### src/rtl/mem_arbiter_if.sv
// mem_arbiter_if: client read channels and unified memory port of mem_arbiter.
//   req0..2 / addr0..2 : client read requests (level) and word addresses
//   ack0..2 / rdata0..2: one-cycle completion pulses and returned read data
//   mem_req / mem_addr : unified memory request (level) and 17-bit address
//   mem_rdata / mem_ack: memory read data and completion
//   err / err_client   : sticky timeout flag and index of the last timed-out client
//   modport slave  : arbiter side
//   modport master : client/memory environment side
interface mem_arbiter_if;
  localparam int unsigned A0_W  = 12;
  localparam int unsigned A1_W  = 15;
  localparam int unsigned A2_W  = 12;
  localparam int unsigned MEM_W = 17;
  localparam int unsigned DAT_W = 32;

  logic               req0;
  logic               req1;
  logic               req2;
  logic [A0_W-1:0]    addr0;
  logic [A1_W-1:0]    addr1;
  logic [A2_W-1:0]    addr2;
  logic               ack0;
  logic               ack1;
  logic               ack2;
  logic [DAT_W-1:0]   rdata0;
  logic [DAT_W-1:0]   rdata1;
  logic [DAT_W-1:0]   rdata2;
  logic               mem_req;
  logic [MEM_W-1:0]   mem_addr;
  logic [DAT_W-1:0]   mem_rdata;
  logic               mem_ack;
  logic               err;
  logic [1:0]         err_client;

  modport slave (
    input  req0, req1, req2, addr0, addr1, addr2, mem_rdata, mem_ack,
    output ack0, ack1, ack2, rdata0, rdata1, rdata2, mem_req, mem_addr,
           err, err_client
  );

  modport master (
    output req0, req1, req2, addr0, addr1, addr2, mem_rdata, mem_ack,
    input  ack0, ack1, ack2, rdata0, rdata1, rdata2, mem_req, mem_addr,
           err, err_client
  );
endinterface

### src/rtl/mem_arbiter.sv
// mem_arbiter: round-robin arbiter sharing one read-only memory port between
// the activation, layer-1 weight and layer-2 weight clients. Each client is
// mapped into its own address region, requests are serialised, read data is
// routed back, and a watchdog aborts transactions the memory never acks.
//   clk   : system clock, rising edge
//   rst_b : asynchronous reset, active high
//   bus   : client channels + memory port (mem_arbiter_if.slave)
// Parameters:
//   TIMEOUT  : ISSUE cycles waited for mem_ack before abort (1..65535)
//   ERR_DATA : data returned to a client on an aborted transaction
module mem_arbiter #(
  parameter int unsigned TIMEOUT  = 255,
  parameter logic [31:0] ERR_DATA = 32'hDEAD_BEEF
) (
  input  logic         clk,
  input  logic         rst_b,
  mem_arbiter_if.slave bus
);

  localparam int unsigned WD_W  = 16;
  localparam int unsigned MEM_W = 17;
  localparam int unsigned DAT_W = 32;
  localparam int unsigned NCLI  = 3;
  // Watchdog value in the TIMEOUT-th ISSUE cycle (cleared to 0 on entry)
  localparam logic [WD_W-1:0] WD_LAST = WD_W'(TIMEOUT - 1);

  typedef enum logic [1:0] {
    S_IDLE  = 2'd0,
    S_ISSUE = 2'd1,
    S_RESP  = 2'd2
  } state_t;

  state_t             r_state;
  logic [1:0]         r_ptr;
  logic [1:0]         r_gnt;
  logic [WD_W-1:0]    r_wd;
  logic               r_mem_req;
  logic [MEM_W-1:0]   r_mem_addr;
  logic [NCLI-1:0]    r_ack;
  logic [DAT_W-1:0]   r_rdata0;
  logic [DAT_W-1:0]   r_rdata1;
  logic [DAT_W-1:0]   r_rdata2;
  logic               r_err;
  logic [1:0]         r_err_client;

  logic [NCLI-1:0]    w_req;
  logic [1:0]         w_c0;
  logic [1:0]         w_c1;
  logic [1:0]         w_c2;
  logic               w_gnt_vld;
  logic [1:0]         w_gnt_idx;
  logic [MEM_W-1:0]   w_gnt_addr;
  logic               w_timeout;
  logic               w_done;
  logic [DAT_W-1:0]   w_resp_data;

  // Next client index, 2 wraps to 0
  function automatic logic [1:0] wrap_inc(input logic [1:0] idx);
    return (idx == 2'd2) ? 2'd0 : idx + 2'd1;
  endfunction

  // Round-robin pick: first requester starting at the priority pointer
  always_comb begin
    w_req     = {bus.req2, bus.req1, bus.req0};
    w_c0      = r_ptr;
    w_c1      = wrap_inc(r_ptr);
    w_c2      = wrap_inc(w_c1);
    w_gnt_vld = |w_req;
    if (w_req[w_c0]) begin
      w_gnt_idx = w_c0;
    end else if (w_req[w_c1]) begin
      w_gnt_idx = w_c1;
    end else begin
      w_gnt_idx = w_c2;
    end
  end

  // Per-client address region in the unified memory
  always_comb begin
    case (w_gnt_idx)
      2'd0:    w_gnt_addr = {5'b00000, bus.addr0};
      2'd1:    w_gnt_addr = {2'b01,    bus.addr1};
      default: w_gnt_addr = {5'b10000, bus.addr2};
    endcase
  end

  // ISSUE completion: mem_ack wins over a coincident timeout
  always_comb begin
    w_timeout   = (r_wd == WD_LAST);
    w_done      = bus.mem_ack | w_timeout;
    w_resp_data = bus.mem_ack ? bus.mem_rdata : ERR_DATA;
  end

  // Arbiter FSM with registered outputs
  always_ff @(posedge clk or posedge rst_b) begin
    if (rst_b) begin
      r_state      <= S_IDLE;
      r_ptr        <= 2'd0;
      r_gnt        <= 2'd0;
      r_wd         <= '0;
      r_mem_req    <= 1'b0;
      r_mem_addr   <= '0;
      r_ack        <= '0;
      r_rdata0     <= '0;
      r_rdata1     <= '0;
      r_rdata2     <= '0;
      r_err        <= 1'b0;
      r_err_client <= 2'd0;
    end else begin
      r_ack <= '0;
      case (r_state)
        S_IDLE: begin
          if (w_gnt_vld) begin
            r_gnt      <= w_gnt_idx;
            r_ptr      <= wrap_inc(w_gnt_idx);
            r_mem_addr <= w_gnt_addr;
            r_mem_req  <= 1'b1;
            r_wd       <= '0;
            r_state    <= S_ISSUE;
          end
        end
        S_ISSUE: begin
          if (w_done) begin
            case (r_gnt)
              2'd0:    r_rdata0 <= w_resp_data;
              2'd1:    r_rdata1 <= w_resp_data;
              default: r_rdata2 <= w_resp_data;
            endcase
            if (!bus.mem_ack) begin
              r_err        <= 1'b1;
              r_err_client <= r_gnt;
            end
            r_ack[r_gnt] <= 1'b1;
            r_mem_req    <= 1'b0;
            r_state      <= S_RESP;
          end else begin
            r_wd <= r_wd + WD_W'(1);
          end
        end
        S_RESP: begin
          r_state <= S_IDLE;
        end
        default: begin
          r_state   <= S_IDLE;
          r_mem_req <= 1'b0;
        end
      endcase
    end
  end

  assign bus.ack0       = r_ack[0];
  assign bus.ack1       = r_ack[1];
  assign bus.ack2       = r_ack[2];
  assign bus.rdata0     = r_rdata0;
  assign bus.rdata1     = r_rdata1;
  assign bus.rdata2     = r_rdata2;
  assign bus.mem_req    = r_mem_req;
  assign bus.mem_addr   = r_mem_addr;
  assign bus.err        = r_err;
  assign bus.err_client = r_err_client;

endmodule
### src/flat_wrapper.sv
// flat-port wrapper written by rule: the top's interface ports become plain ports
module mem_arbiter_flat 
#(
  parameter int unsigned TIMEOUT  = 255,
  parameter logic [31:0] ERR_DATA = 32'hDEAD_BEEF
)
  (clk, rst_b, bus_req0, bus_req1, bus_req2, bus_addr0, bus_addr1, bus_addr2, bus_mem_rdata, bus_mem_ack, bus_ack0, bus_ack1, bus_ack2, bus_rdata0, bus_rdata1, bus_rdata2, bus_mem_req, bus_mem_addr, bus_err, bus_err_client);
  mem_arbiter_if bus_i ();
  input  logic clk;
  input  logic rst_b;
  input wire logic [$bits(bus_i.req0)-1:0] bus_req0;
  input wire logic [$bits(bus_i.req1)-1:0] bus_req1;
  input wire logic [$bits(bus_i.req2)-1:0] bus_req2;
  input wire logic [$bits(bus_i.addr0)-1:0] bus_addr0;
  input wire logic [$bits(bus_i.addr1)-1:0] bus_addr1;
  input wire logic [$bits(bus_i.addr2)-1:0] bus_addr2;
  input wire logic [$bits(bus_i.mem_rdata)-1:0] bus_mem_rdata;
  input wire logic [$bits(bus_i.mem_ack)-1:0] bus_mem_ack;
  output wire logic [$bits(bus_i.ack0)-1:0] bus_ack0;
  output wire logic [$bits(bus_i.ack1)-1:0] bus_ack1;
  output wire logic [$bits(bus_i.ack2)-1:0] bus_ack2;
  output wire logic [$bits(bus_i.rdata0)-1:0] bus_rdata0;
  output wire logic [$bits(bus_i.rdata1)-1:0] bus_rdata1;
  output wire logic [$bits(bus_i.rdata2)-1:0] bus_rdata2;
  output wire logic [$bits(bus_i.mem_req)-1:0] bus_mem_req;
  output wire logic [$bits(bus_i.mem_addr)-1:0] bus_mem_addr;
  output wire logic [$bits(bus_i.err)-1:0] bus_err;
  output wire logic [$bits(bus_i.err_client)-1:0] bus_err_client;
  assign bus_i.req0 = bus_req0;
  assign bus_i.req1 = bus_req1;
  assign bus_i.req2 = bus_req2;
  assign bus_i.addr0 = bus_addr0;
  assign bus_i.addr1 = bus_addr1;
  assign bus_i.addr2 = bus_addr2;
  assign bus_i.mem_rdata = bus_mem_rdata;
  assign bus_i.mem_ack = bus_mem_ack;
  assign bus_ack0 = bus_i.ack0;
  assign bus_ack1 = bus_i.ack1;
  assign bus_ack2 = bus_i.ack2;
  assign bus_rdata0 = bus_i.rdata0;
  assign bus_rdata1 = bus_i.rdata1;
  assign bus_rdata2 = bus_i.rdata2;
  assign bus_mem_req = bus_i.mem_req;
  assign bus_mem_addr = bus_i.mem_addr;
  assign bus_err = bus_i.err;
  assign bus_err_client = bus_i.err_client;
  mem_arbiter #(.TIMEOUT(TIMEOUT), .ERR_DATA(ERR_DATA)) u_core (.clk(clk), .rst_b(rst_b), .bus(bus_i));
endmodule
### config.mk
export PLATFORM = sky130hd
export DESIGN_NAME = mem_arbiter_flat
export DESIGN_NICKNAME = d
export VERILOG_FILES = /design/src/rtl/mem_arbiter_if.sv /design/src/rtl/mem_arbiter.sv /design/src/flat_wrapper.sv
export SDC_FILE = /design/constraint.sdc
export NUM_CORES = 1
export LEC_CHECK = 0
export CAP_MARGIN = 20
export CELL_PAD_IN_SITES_DETAIL_PLACEMENT = 0
export CELL_PAD_IN_SITES_GLOBAL_PLACEMENT = 2
export CORE_MARGIN = 2
export CORE_UTILIZATION = 35
export CTS_CLUSTER_SIZE = 16
export DETAILED_ROUTE_END_ITERATION = 6
export DONT_BUFFER_PORTS = 1
export GPL_TIMING_DRIVEN = 0
export PLACE_DENSITY_LB_ADDON = 0.12
export RECOVER_POWER = 100
export SYNTH_ARGS = -nofsm -noshare
export SYNTH_HDL_FRONTEND = slang
export SYNTH_SLANG_ARGS = --single-unit
### constraint.sdc
create_clock -name clk -period 11.4 [get_ports clk]
set_input_delay 2.85 -clock clk [delete_from_list [all_inputs] [get_ports clk]]
set_output_delay 2.85 -clock clk [all_outputs]
set_load 0.01 [all_outputs]
After elaboration in Yosys (flattened, before gate mapping)
Cells that the tools add are included.
{"block": "totals", "latch_bits": 0, "ramBits": 0, "wordCells": 74, "out_inout_bits": 120, "inputBits": 77, "n_memories": 0, "romBits": 0, "ff_bits": 142}
{"block": "classes", "multipliers": 0, "bitwise_logic": 4, "eq_ne": 11, "addsub": 4, "shift": 0, "reduce_logical": 15, "order_cmp": 4, "mux": 24, "div_mod_pow": 0}
{"op": "case mux 17 bit (2 select lines)", "count": 1}
{"op": "two-way mux 16 bit", "count": 2}
{"op": "two-way mux 32 bit", "count": 1}
{"op": "case mux 16 bit (2 select lines)", "count": 1}
{"op": "AND reduction 3 bit", "count": 6}
{"op": "adder 16 x 1 -> 16 bit (second input constant)", "count": 1}
{"op": "equality test 16 x 8 -> 1 bit (second input constant)", "count": 1}
{"op": "two-way mux 2 bit", "count": 7}
{"op": "less-than comparator 2 x 3 -> 1 bit (second input constant)", "count": 3}
{"op": "equality test 2 bit (second input constant)", "count": 4}
{"op": "adder 2 x 1 -> 2 bit (second input constant)", "count": 3}
{"op": "equality test 2 x 1 -> 1 bit (second input constant)", "count": 3}
{"op": "zero test 2 bit", "count": 3}
{"op": "two-way mux 3 bit", "count": 2}
{"op": "two-way mux 1 bit", "count": 5}
{"op": "binary-select mux 1 bit (select 2 bit)", "count": 2}
{"op": "inequality test 2 x 1 -> 1 bit (second input constant)", "count": 2}
{"op": "case mux 2 bit (2 select lines)", "count": 1}
{"op": "AND reduction 2 bit", "count": 2}
{"op": "inverter 1 bit", "count": 3}
{"op": "case mux 1 bit (3 select lines)", "count": 1}
{"op": "OR reduction 3 bit", "count": 1}
{"op": "demux 1 bit (select 2 bit)", "count": 1}
{"op": ">= comparator 2 x 1 -> 1 bit (second input constant)", "count": 1}
{"op": "5 further kinds", "count": 5}

Logic depth before layout (Yosys ltp)
Gate-level depths: netlist (run 1).
{"block": "depth", "ltp_word": 8, "mapped_depth": 9, "mapped_depth_nobuf": 7}

Least setup slack after synthesis (run 1)
OpenSTA, ideal clock, no wires.
{"block": "synth_timing", "path_kind": "input port to flip-flop", "start": "input port bus_mem_ack", "end": "register u_core.r_wd[11]", "required_ps": 11322, "cell_stages": 5, "t_arrival_ps": 4103, "n_path_buf": 1, "setup_time_ps": 78, "path_slack_ps": 7219, "path_cell_list": "buf_4 > nor3b_4 > nand3_2 > or4_1 > a21oi_1"}
{"block": "synth_via", "elab_chain_len": 3}
{"element": "start, declared", "line_no": "flat_wrapper.sv:18", "rtl": "input wire logic [$bits(bus_i.mem_ack)-1:0] bus_mem_ack;"}
{"element": "OR 1 bit", "line_no": "mem_arbiter.sv:90", "rtl": "w_done = bus.mem_ack | w_timeout;"}
{"element": "inequality test 2 bit (no line)"}
{"element": "AND reduction 3 bit (no line)"}
{"element": "end signal, assigned", "line_no": "mem_arbiter.sv:137", "rtl": "r_wd <= r_wd + WD_W'(1);"}
{"element": "end, declared", "line_no": "mem_arbiter.sv:36", "rtl": "logic [WD_W-1:0] r_wd;"}
No other way between the ends.
A chain may end at the register's enable or synchronous reset.

Worst setup path after layout (run 1)
{"block": "layout_timing", "start": "input port bus_mem_ack", "end": "register u_core.r_rdata0[21] (netlist: u_core.bus.rdata0[21])"}
{"block": "layout_via", "elab_chain_len": 2, "word_cells_on_any_way": 3, "classes_between": "mux (1); bitwise (1); reduce/logical (1)"}
{"element": "OR 1 bit", "line_no": "mem_arbiter.sv:90"}
{"element": "AND reduction 3 bit (no line)"}
{"element": "end signal, assigned", "line_no": "mem_arbiter.sv:125", "rtl": "2'd0: r_rdata0 <= w_resp_data;"}
{"element": "end, declared", "line_no": "mem_arbiter.sv:40", "rtl": "logic [DAT_W-1:0] r_rdata0;"}
Several ways; a longest one is shown, not always the timed one.

==> results of run 1 <==
[path summary, 6_finish.rpt]
path / startpoint / end / slack, ns / cells past startpoint
min reg2reg: u_core.r_wd[6] / u_core.r_wd[6] / 0.51 / 1
min: u_core.r_wd[6] / u_core.r_wd[6] / 0.51 / 1
max in group asynchronous: rst_b / u_core.bus.rdata2[30] / 7.08 / 1
min in group asynchronous: rst_b / u_core.bus.rdata0[1] / 3.07 / 1
max reg2reg: u_core.r_wd[0] / u_core.bus.rdata0[21] / 7.33 / 9
max: bus_mem_ack / u_core.bus.rdata0[21] / 5.80 / 5
[synth_stat cells, types with 5 or more instances]
cell type  instances  area, um^2
dfrtp_1          140        3503
a2bb2oi_1         61       534.3
nor2b_1           26       162.7
a32o_1            25       250.2
clkbuf_1          23       86.33
nand2_1           22       82.58
nor2_1            20       75.07
a221oi_1          12       105.1
nor3b_1           12       90.09
o2bb2ai_1         12       105.1
a2bb2oi_2         11       165.2
o21ai_0            9       45.04
a21oi_1            8       40.04
o31ai_1            8       60.06
buf_6              7       78.83
nand4_1            7       43.79
buf_4              6       45.04
and4_1             5       43.79
nand2b_1           5       31.28
or4_1              5       37.54
[power breakdown]
group	leakage [nW]	internal (mW)	switching, mW
combinational	0.758	0.232	0.262
clock	0.265	0.306	0.222
sequential	1.67	0.707	0.276
total	2.69	1.24	0.760
[area by class of cell]
class                      instances  area share
tap                              220     0.04080
clock buffer                      18     0.06510
clock inverter                    13     0.01762
inverter                           5    0.003338
buffer                            40     0.02782
multi-input combinational        289      0.3220
sequential                       140      0.5193
timing repair buffer               1    0.004080
[cells by family (layout without fill, tap and decap cells)]
group                      count (synthesis)  after routing  share of synthesized area
AOI/OAI and AO/OA                        159            159                     0.2392
adders and majority gates                  2              2                   0.004166
buffers and inverters                     45             77                    0.04229
DFF                                      140            140                     0.5833
muxes                                      6              6                    0.01042
and+or+nand+nor                          122            122                     0.1206
[state kept, by name, summed over array words and instances, names as in the netlist]
name,count
u_core.r_gnt,1
u_core.bus.mem_req,1
u_core.r_wd,16
u_core.bus.mem_addr,17
u_core.bus.rdata0,32
u_core.r_ack,3
u_core.bus.err,1
u_core.bus.err_client,2
u_core.bus.rdata2,32
u_core.r_ptr,1
u_core.r_state,2
u_core.bus.rdata1,32
[cell usage in the layout (no fill, tap or decap), types with 2 or more instances in the layout]
cell,instances
a21oi_1,8
a221oi_1,12
a2bb2oi_1,66
a2bb2oi_2,6
a32o_1,25
and2_1,2
and4_1,5
buf_2,3
buf_4,3
buf_6,3
clkbuf_1,31
clkbuf_16,17
clkinv_2,3
clkinv_4,2
clkinvlp_2,3
clkinvlp_4,4
dfrtp_1,140
ha_1,2
inv_1,2
inv_6,3
mux2_2,2
mux2i_1,4
nand2_1,22
nand2b_1,5
nand3_1,5
nand4_1,7
nor2_1,20
nor2b_1,26
nor3_1,3
nor3b_1,13
o21ai_0,12
o2bb2ai_1,12
o311ai_0,4
o31ai_1,8
or3_1,2
or4_1,5
[per-layer routing]
layer,track usage,up-vias,wire length (um)
li1,-,1862,-
met1,0.2650,2127,7448
met2,0.2908,171,8056
met3,0.07245,21,1484
met4,0.05324,0,237
met5,0,-,0
[through the flow]
stage | area (um^2) | worst slack, ns | power, mW | hold slack (ns)
floorplan | 6006 | 4.797 | 1.331 | 0.4598
global placement | 6281 | 3.209 | 1.505 | 0.4844
detailed placement | 6314 | 6.969 | 1.520 | 0.5040
CTS | 6872 | 7.427 | 2.052 | 0.5100
global route | 6746 | 5.618 | 2.130 | 0.5307
finish | 6746 | 5.802 | 2.005 | 0.5113
==> impl_metrics.ini, run 1 <==
[setup_path]
path_cells = clkbuf_1 > o21ai_0 > clkinvlp_2 > clkbuf_1 > a2bb2oi_1
worstPathRequired_ns = 11.67
worstPathArrival_ns = 5.86
crit_path_max_incr_delay_ns = 1.28
cp_top_family = buffers and inverters
slowest_stage = o21ai_0
worst-path-max-fanout = 10
crit_type = primary input to flop
crit_path_end_kind = flop
crit_top_cell = clkbuf_1
crit_buf_inv = 3
cp-start-kind = primary input

[outcome]
status = complete, but fails checks
violations = max-capacitance violations, max-slew violations

[sta]
setup_viol = 0
drv_slew = 70
period_share = 0.4910
finalClockSkew_ns = 0.01203
slew_headroom = -0.8372
timing.fmax_mhz = 178.6
worstMarginPinSlew_ns = 2.741
fin_crit_ns = 5.598
tns_ns = 0
hold_viol = 0
rsz0062_at_grt = false

[yosys]
ys_warn_count = 0
ys_ff_latch = 140
synthArstFlopShare = 1.000
syn-cell-area_mm2 = 0.006006
synth_edf_count = 0
synth_ff_type = dfrtp_1
synth_nets = 553
synth_cell_types = 48
synth_area_per_cell_um2 = 12.67
yosysSeqAreaShare = 0.5833
syn_inst = 474

[clock_tree]
clk_pin_slew_ns = 0.06
post_cts_buffers = 0
cts_tree = done
clk_latency_ns = 0.42
clkSinkCount = 140
hold_buffers = 0
cts-root-buf = clkbuf_16
cts_resized = 0
cts_buffers = 17
clock_path_buffers = 2
htreeDepth = 4

[final_layout]
nFillCells = 1605
area.sequential_mm2 = 0.003503
num_antenna_cells = 0
drive_gt1_frac = 0.1107
fin_nets = 573
multi_input_comb_area_mm2 = 0.002172
post-route-util = 0.4040
stdcell_count = 726
area_growth_pct = 12.33

[floorplan]
rows = 47
core-area_mm2 = 0.01670
fp.dieW_um = 135.0
die_area_mm2 = 0.01822
die_y_um = 135.0
ios = 197
initial_core_util = 0.3596

[grt]
antenna_found_initial = 0
grt_pass1_wl_um = 26770
grt_pass1_vias = 4425
grt_use_total = 0.1940
grt_max_degree = 82
grt_overflow = 0

[route]
wire_per_inst_um = 23.73
drcViolationCount = 0
final_antenna_net_count = 0
wl_um = 17230
firstDrtPassIters = 5
vias_per_cell = 5.759
drt_iter0_drc = 197
vias = 4181

[place]
finalWeightedCongestion = 0.7675
dp_hpwl_um = 12110
dp.cells = 695
port_buffers = 0

[power]
power_density_mw_per_mm2 = 297.1
leakagePower_nw = 2.695
peakVddDrop_mv = 0.1194

[worst_hold_path]
min_path_type = flop to flop

[flow_run]
max_cap_viol_count = 2
Note: power is estimated with default switching activity, not from simulation.
==> run 2, diff against run 1 <==
Clock period 11.4 ns to 5.3 ns, I/O delays scaled along.
==> run 2 against run 1 <==
  * The run still ends with max-capacitance violations, max-slew violations left
  * Count of clock-buffer cells in the layout unchanged
  * Setup slack worse by 4.0 ns
  * Design area down 0.65%
  * Total power up 110%
  * Register-to-register slack worse by 5.5 ns
  * Critical path type is now flop to flop
  * Routed wire length about the same
  * Core utilization down 0.26 points
  * Largest cell class unchanged
  * Highest routed layer unchanged
  * Sequential power up 110%
==> impl_metrics.ini, run 2 (synthesized netlist as in run 1, its figures left out) <==
[sta]
period_share = 0.6538
hold_viol = 0
setup_viol = 0
drv_slew = 70
worstMarginPinSlew_ns = 2.742
finalClockSkew_ns = 0.01566
rsz0062_at_grt = false
fin_crit_ns = 3.465
slew_headroom = -0.8383
timing.fmax_mhz = 288.6
holdWs_ns = 0.5111

[setup_path]
worstPathArrival_ns = 3.73
crit_path_end_kind = flop
worstPathRequired_ns = 5.56
worst-path-max-fanout = 10
crit_type = flop to flop
cp-start-kind = flop

[route]
wire_per_inst_um = 23.72
firstDrtPassIters = 6
wl_um = 17220
final_antenna_net_count = 0
drcViolationCount = 0
vias = 4144
vias_per_cell = 5.708
drt_iter0_drc = 216

[floorplan]
die_y_um = 135.0
ios = 197
core-area_mm2 = 0.01670
fp.dieW_um = 135.0
initial_core_util = 0.3596
die_area_mm2 = 0.01822
rows = 47

[clock_tree]
hold_buffers = 0
cts_tree = done
cts_buffers = 17
post_cts_buffers = 0
clkSinkCount = 140
clk_latency_ns = 0.42
clock_path_buffers = 2
clk_pin_slew_ns = 0.06
cts_resized = 0
htreeDepth = 4
cts-root-buf = clkbuf_16

[grt]
grt_max_degree = 82
grt_use_total = 0.1940
grt_overflow = 0
grt_pass1_vias = 4425
grt_pass1_wl_um = 26770
antenna_found_initial = 0

[power]
power_density_mw_per_mm2 = 640.9
leakagePower_nw = 2.670
peakVddDrop_mv = 0.2533

[place]
finalWeightedCongestion = 0.7675
dp_hpwl_um = 12110
port_buffers = 0

[final_layout]
nFillCells = 1615
post-route-util = 0.4013
fin_nets = 573
final_common_cell = dfrtp_1
drive_gt1_frac = 0.09289
area_growth_pct = 11.60
layout_common_cells = 140 x dfrtp_1, 69 x a2bb2oi_1, 37 x clkbuf_1
num_antenna_cells = 0

[flow_run]
max_cap_viol_count = 2

[outcome]
violations = max-capacitance violations, max-slew violations
status = complete, but fails checks

[worst_hold_path]
min_path_type = flop to flop
[run 2: cell types whose count changed in the layout (fill, tap and decap cells not counted), moves of 2 or more]
| cell | change |
|---|---|
| a2bb2oi_2 | -3 |
| buf_4 | -3 |
| clkbuf_1 | +6 |
| a2bb2oi_1 | +3 |
| buf_6 | -2 |
[run 2: per-stage QoR]
stage	setup TNS [ns]	area (um^2)	setup slack, ns	std cells	power, mW
CTS	0	6872	2.852	726	4.413
detailed placement	0	6314	2.394	695	3.270
finish	0	6703	1.835	726	4.296
global placement	-189.48	6281	-1.366	694	3.237
global route	0	6703	1.604	726	4.564
floorplan	0	6006	0.2221	474	2.863
[run 2: report_power, final]
part	internal (mW)	switching, mW	leakage [nW]	total (mW)
clock network	0.658	0.476	0.265	1.13
logic	0.485	0.565	0.734	1.05
registers	1.52	0.591	1.67	2.11
[run 2: path summary, 6_finish.rpt]
check / start / endpoint / slack, ns / cells past startpoint
worst max-delay path: u_core.r_wd[0] / u_core.bus.rdata0[21] / 1.83 / 9
worst min-delay path: u_core.r_wd[6] / u_core.r_wd[6] / 0.51 / 1
worst min register to register: u_core.r_wd[6] / u_core.r_wd[6] / 0.51 / 1
worst max register to register: u_core.r_wd[0] / u_core.bus.rdata0[21] / 1.83 / 9
min in group asynchronous: rst_b / u_core.bus.rdata0[1] / 1.55 / 1
max in group asynchronous: rst_b / u_core.bus.rdata2[30] / 2.50 / 1
[run 2: critical path, cell delays in order, from the launching register on]
cell	delay, ns
dfrtp_1	0.42
inv_1	0.06
ha_1	0.18
and4b_1	0.20
and4_1	0.21
clkbuf_1	0.17
o21ai_0	1.32
inv_4	0.15
clkbuf_1	0.37
a2bb2oi_1	0.22
[run 2: routing by layer]
layer	wire, um	vias up	GRT usage
met5	0	-	0
met4	218	0	0.05324
met3	1324	17	0.07245
met2	8118	149	0.2908
met1	7560	2116	0.2650
li1	-	1862	-
[run 2: cell type report]
class	count	area, um^2	share of cell area
tap	220	275.3	0.04107
timing repair buffer	1	27.53	0.004107
multi-input combinational	289	2155	0.3214
buffer	40	160.2	0.02389
clock inverter	13	118.9	0.01773
inverter	5	23.77	0.003547
sequential	140	3503	0.5227
clock buffer	18	439.2	0.06552
